## config.mk

```make
export PLATFORM = sky130hd
export DESIGN_NAME = param_barrel_rotator
export DESIGN_NICKNAME = d
export VERILOG_FILES = /design/src/rtl/param_barrel_rotator.sv
export SDC_FILE = /design/constraint.sdc
export NUM_CORES = 1
export LEC_CHECK = 0
export ABC_AREA = 0
export BUFFER_PORTS_ARGS = -buffer_cell sky130_fd_sc_hd__buf_2
export CORE_ASPECT_RATIO = 1.2
export CORE_MARGIN = 5
export CORE_UTILIZATION = 45
export CTS_BUF_LIST = sky130_fd_sc_hd__clkbuf_8
export CTS_CLUSTER_SIZE = 10
export DETAILED_ROUTE_END_ITERATION = 16
export GPL_TIMING_DRIVEN = 0
export PLACE_DENSITY = 0.66
export SLEW_MARGIN = 20
export SYNTH_ARGS = -nofsm -noshare
export SYNTH_HDL_FRONTEND = slang
export SYNTH_SLANG_ARGS = --single-unit
export TNS_END_PERCENT = 50
```

## constraint.sdc

```tcl
create_clock -name clk -period 3 [get_ports clk]
set_clock_uncertainty 0.1 [all_clocks]
set_input_delay 0.3 -clock clk [delete_from_list [all_inputs] [get_ports clk]]
set_output_delay 0.3 -clock clk [all_outputs]
set_load 0.01 [all_outputs]
```

## src/rtl/param_barrel_rotator.sv

```systemverilog
// param_barrel_rotator: pipelined rotate/shift unit with valid/ready handshakes and a sideband tag
module param_barrel_rotator #(
  parameter int WIDTH = 16,
  parameter int SHW = $clog2(WIDTH),
  parameter int LAT = 2,
  parameter int TAGW = 4
) (
  input  logic            clk,
  input  logic            rst,
  input  logic            in_valid,
  output logic            in_ready,
  input  logic [WIDTH-1:0] in_data,
  input  logic [SHW-1:0]  in_amt,
  input  logic [2:0]      in_op,
  input  logic [TAGW-1:0] in_tag,
  output logic            out_valid,
  input  logic            out_ready,
  output logic [WIDTH-1:0] out_data,
  output logic [TAGW-1:0] out_tag,
  output logic            out_zero
);
  localparam int SPS = (SHW + LAT - 1) / LAT;
  logic [LAT-1:0]   vld_d, vld_q, fill_d, fill_q;
  logic [WIDTH-1:0] dat_d [LAT];
  logic [WIDTH-1:0] dat_q [LAT];
  logic [SHW-1:0]   amt_d [LAT];
  logic [SHW-1:0]   amt_q [LAT];
  logic [2:0]       op_d [LAT];
  logic [2:0]       op_q [LAT];
  logic [TAGW-1:0]  tag_d [LAT];
  logic [TAGW-1:0]  tag_q [LAT];
  logic             zero_d, zero_q, adv;

  function automatic logic [WIDTH-1:0] rev(input logic [WIDTH-1:0] d);
    logic [WIDTH-1:0] r;
    for (int i = 0; i < WIDTH; i++) r[i] = d[WIDTH-1-i];
    return r;
  endfunction

  function automatic logic is_right(input logic [2:0] op);
    return op == 3'd1 || op == 3'd3 || op == 3'd4;
  endfunction

  function automatic logic is_rot(input logic [2:0] op);
    return op == 3'd0 || op == 3'd1;
  endfunction

  // one log-step: left by 2^k, wrapping for rotates, else filling with fill
  function automatic logic [WIDTH-1:0] step(input logic [WIDTH-1:0] d, input logic rot,
                                            input logic fill, input int k);
    int sh;
    sh = 1 << k;
    return rot ? (d << sh) | (d >> (WIDTH - sh))
               : (d << sh) | ({WIDTH{fill}} & ((WIDTH'(1) << sh) - WIDTH'(1)));
  endfunction

  assign out_valid = vld_q[LAT-1];
  assign out_data  = dat_q[LAT-1];
  assign out_tag   = tag_q[LAT-1];
  assign out_zero  = zero_q;
  assign adv       = out_ready || !out_valid;
  assign in_ready  = adv;

  always_comb begin
    dat_d[0]  = is_right(in_op) ? rev(in_data) : in_data;
    amt_d[0]  = in_op > 3'd4 ? '0 : in_amt;
    op_d[0]   = in_op;
    fill_d[0] = (in_op == 3'd4) & in_data[WIDTH-1];
    tag_d[0]  = in_tag;
    vld_d[0]  = in_valid;
    for (int s = 1; s < LAT; s++) begin
      dat_d[s]  = dat_q[s-1];
      amt_d[s]  = amt_q[s-1];
      op_d[s]   = op_q[s-1];
      fill_d[s] = fill_q[s-1];
      tag_d[s]  = tag_q[s-1];
      vld_d[s]  = vld_q[s-1];
    end
    for (int s = 0; s < LAT; s++)
      for (int k = 0; k < SHW; k++)
        if (k / SPS == s && amt_d[s][k]) dat_d[s] = step(dat_d[s], is_rot(op_d[s]), fill_d[s], k);
    dat_d[LAT-1] = is_right(op_d[LAT-1]) ? rev(dat_d[LAT-1]) : dat_d[LAT-1];
    zero_d = dat_d[LAT-1] == '0;
  end

  always_ff @(posedge clk or negedge rst) begin
    if (!rst) begin
      vld_q  <= '0;
      fill_q <= '0;
      zero_q <= 1'b0;
      for (int s = 0; s < LAT; s++) begin
        dat_q[s] <= '0;
        amt_q[s] <= '0;
        op_q[s]  <= '0;
        tag_q[s] <= '0;
      end
    end else if (adv) begin
      vld_q  <= vld_d;
      fill_q <= fill_d;
      zero_q <= zero_d;
      for (int s = 0; s < LAT; s++) begin
        dat_q[s] <= dat_d[s];
        amt_q[s] <= amt_d[s];
        op_q[s]  <= op_d[s];
        tag_q[s] <= tag_d[s];
      end
    end
  end
endmodule

```

==> flow_summary.yaml <==
sta:
  maxSlewHeadroom_pct: 48.7
  fmax_mhz: 413
  rsz0062_at_grt: "false"
  finalSetupTns_ns: 0
  slew_violations: 0
  finalSetupViolations: 0
  min_period_ns: 2.42
  final-hold-violation-count: 0
  tightest_slew_ns: 0.750
  finalCritPeriodShare_pct: 80.7
  hold_slack_ns: 0.0941
  setup_slack_ns: 0.580
worst_setup_path:
  critical-path-max-stage-delay_ns: 0.44
  cp_num_buf_inv: 4
  start_kind: "flop"
  arrival_ns: 2.02
  worst_ep_required_time_ns: 2.60
  crit_path_cell_trace: "nor2b_1 -> inv_1 -> clkbuf_1 -> buf_1 -> buf_2"
  crit_fanout: 10
  crit_family: "buffers and inverters"
  cpMaxStageDelayCell: "buf_1"
  critPathKind: "reg -> out"
  cp-end-kind: "output pin"
clocking:
  post_cts_buffers: 0
  cts.htree.levels: 2
  cts_tree: "done"
  clk_latency_ns: 0.30
  cts_hold_buf: 0
  cts_buffer_depth: 2
  cts_buffers: 5
  cts_root_buf: "clkbuf_8"
  path_clk_slew_ns: 0.09
  clock_sinks: 49
  cts_resized: 0
place:
  placed_area_mm2: 0.00378
  dp_hpwl_um: 6910
  place_ws_ns: 0.754
  port_buffers: 52
  gp_congestion: 0.949
cells_and_area:
  drive_gt1_share_pct: 28.3
  antenna_cells: 0
  filler_cell_count: 721
  utilization_pct: 53.1
  area_delta_synth_final_pct: 13.8
  finalInstanceArea_mm2: 0.00388
  fin_nets: 464
  seq_area_mm2: 0.00123
  multi_input_area_mm2: 0.00191
detailed_routing:
  via_per_inst: 5.67
  highest_layer: "met4"
  firstDrtPassIters: 4
  drt-wirelength-per-cell_um: 16.5
  num_vias: 2973
  drcViolationCount: 0
  wl_met1_um: 3580
  route.met2.wl_um: 4290
  wl_um: 8630
  drt_iter0_markers: 252
  detail-route-antenna-nets: 0
  wl_met3_um: 486
die:
  dieArea_mm2: 0.00943
  ios: 54
  rows: 34
  die_y_um: 105
  core_area_mm2: 0.00732
  die_x_um: 89.5
  start_util_pct: 46.6
pwr:
  pwr-share-clk_pct: 16.6
  seqPwrFrac_pct: 39.0
  swShare_pct: 37.6
  p_comb_share_pct: 44.4
  switching_power_uw: 901
  p_leak_nw: 1.75
  p_int_mw: 1.49
  p_per_area_mw_per_mm2: 616
  ir_worst_vdd_mv: 0.313
synthesis:
  synthesis.area_mm2: 0.00341
  yosysWarnings: 0
  ys_seq_area_share_pct: 35.9
  synth_nets: 404
  synth_edf_count: 0
  synthArstFlopShare_pct: 100
  syn_area_per_cell_um2: 9.15
  synth_cell_types: 51
  netlist_instances: 373
  synth_ff_type: "dfrtp_1"
  synth-seq-cells: 49
run:
  max-cap-violations: 0
global_route:
  track_usage_pct: 19.1
  antenna_found_initial: 0
  grt_pass1_wl_um: 14300
  overflow: 0
  grt_max_degree: 50
  grt_pass1_vias: 2871
hold_path:
  hp-class: "in -> reg"
run_status:
  status: "completed"
==> sequential cells by signal, indices dropped and copies added, names as in the netlist <==
| name | cells |
|---|---|
| amt_d | 2 |
| dat_q | 16 |
| fill_q | 1 |
| op_d | 3 |
| out_data | 16 |
| out_tag | 4 |
| out_zero | 1 |
| tag_d | 4 |
| vld_q | 2 |
==> synth_stat cells, types with 3 or more instances <==
cell,number,area [µm²]
a211oi_1,12,90.1
buf_4,19,143
a22oi_1,3,22.5
nand3_1,5,25.0
buf_2,10,50.1
dfrtp_1,49,1230
nor2b_1,3,18.8
o22ai_1,12,75.1
o221ai_1,3,26.3
a21o_1,5,37.5
clkbuf_1,9,33.8
mux2i_1,23,230
a21oi_1,15,75.1
mux2_2,12,135
buf_1,4,15.0
o21ai_0,16,80.1
mux4_2,13,293
nand2_1,59,221
or2_2,4,25.0
nor3_1,3,15.0
inv_1,3,11.3
nor2_1,48,180
==> metal layers <==
layer	vias to the layer above	GRT usage, %
li1	1464	-
met1	1400	25.0
met2	92	32.2
met3	17	2.34
met4	0	6.60
met5	-	0
==> layout make-up <==
class | instances | area share (%)
Clock buffer | 5 | 1.77
Inverter | 5 | 0.483
Multi-Input combinational cell | 276 | 49.3
Clock inverter | 3 | 0.451
Timing Repair Buffer | 53 | 7.02
Sequential cell | 49 | 31.6
Tap cell | 90 | 2.90
Buffer | 43 | 6.51
==> per-stage QoR <==
stage               cells  total power, mW
floorplan             373             1.68
global placement      515             2.00
global route          524             2.56
CTS                   523             2.41
finish                524             2.39
detailed placement    515             2.01
==> power by group through the flow <==
stage | Sequential (mW) | Clock, mW | Combinational, mW
floorplan | 0.914 | 0 | 0.770
global placement | 0.944 | 0 | 1.05
detailed placement | 0.950 | 0 | 1.06
CTS | 0.935 | 0.405 | 1.07
global route | 0.958 | 0.424 | 1.18
finish | 0.934 | 0.397 | 1.06
==> final timing paths <==
check	slack [ns]	from	end	depth (start not counted)
worst max register to register	0.74	op_d[2]	out_data[2]	6
worst min register to register	0.37	tag_d[3]	tag_d[3]	2
max in group asynchronous	1.95	rst	dat_q[27]	2
worst min-delay path	0.09	in_tag[1]	tag_d[1]	3
min in group asynchronous	0.42	rst	out_data[15]	2
worst max-delay path	0.58	vld_q[1]	in_ready	5
==> logic make-up after synthesis <==
kind of cell | synth area share, %
AOI/OAI and AO/OA | 16.7
xor gates and xnor gates | 0.257
buffers and inverters | 7.96
DFF | 35.9
muxes | 21.2
and+or+nand+nor | 17.9
==> tightest hold or removal path: stages <==
cell and delay, ns:
buf_2 0.07, nand2_1 0.04, nand2_1 0.06
==> cells in the final DEF (no fill, tap or decap), types with 5 or more instances in the layout <==
master    netlist  routed
a21o_1          5       5
buf_2          10      61
dfrtp_1        49      49
clkbuf_8        0       5
mux2_2         12      12
a21oi_1        15      15
mux2i_1        23      23
nor2_1         48      48
o22ai_1        12      12
nand2_1        59      59
buf_4          19      20
mux4_2         13      13
nand3_1         5       5
clkbuf_1        9       9
a211oi_1       12      12
o21ai_0        16      16
Note: power is estimated with default switching activity, not from simulation.
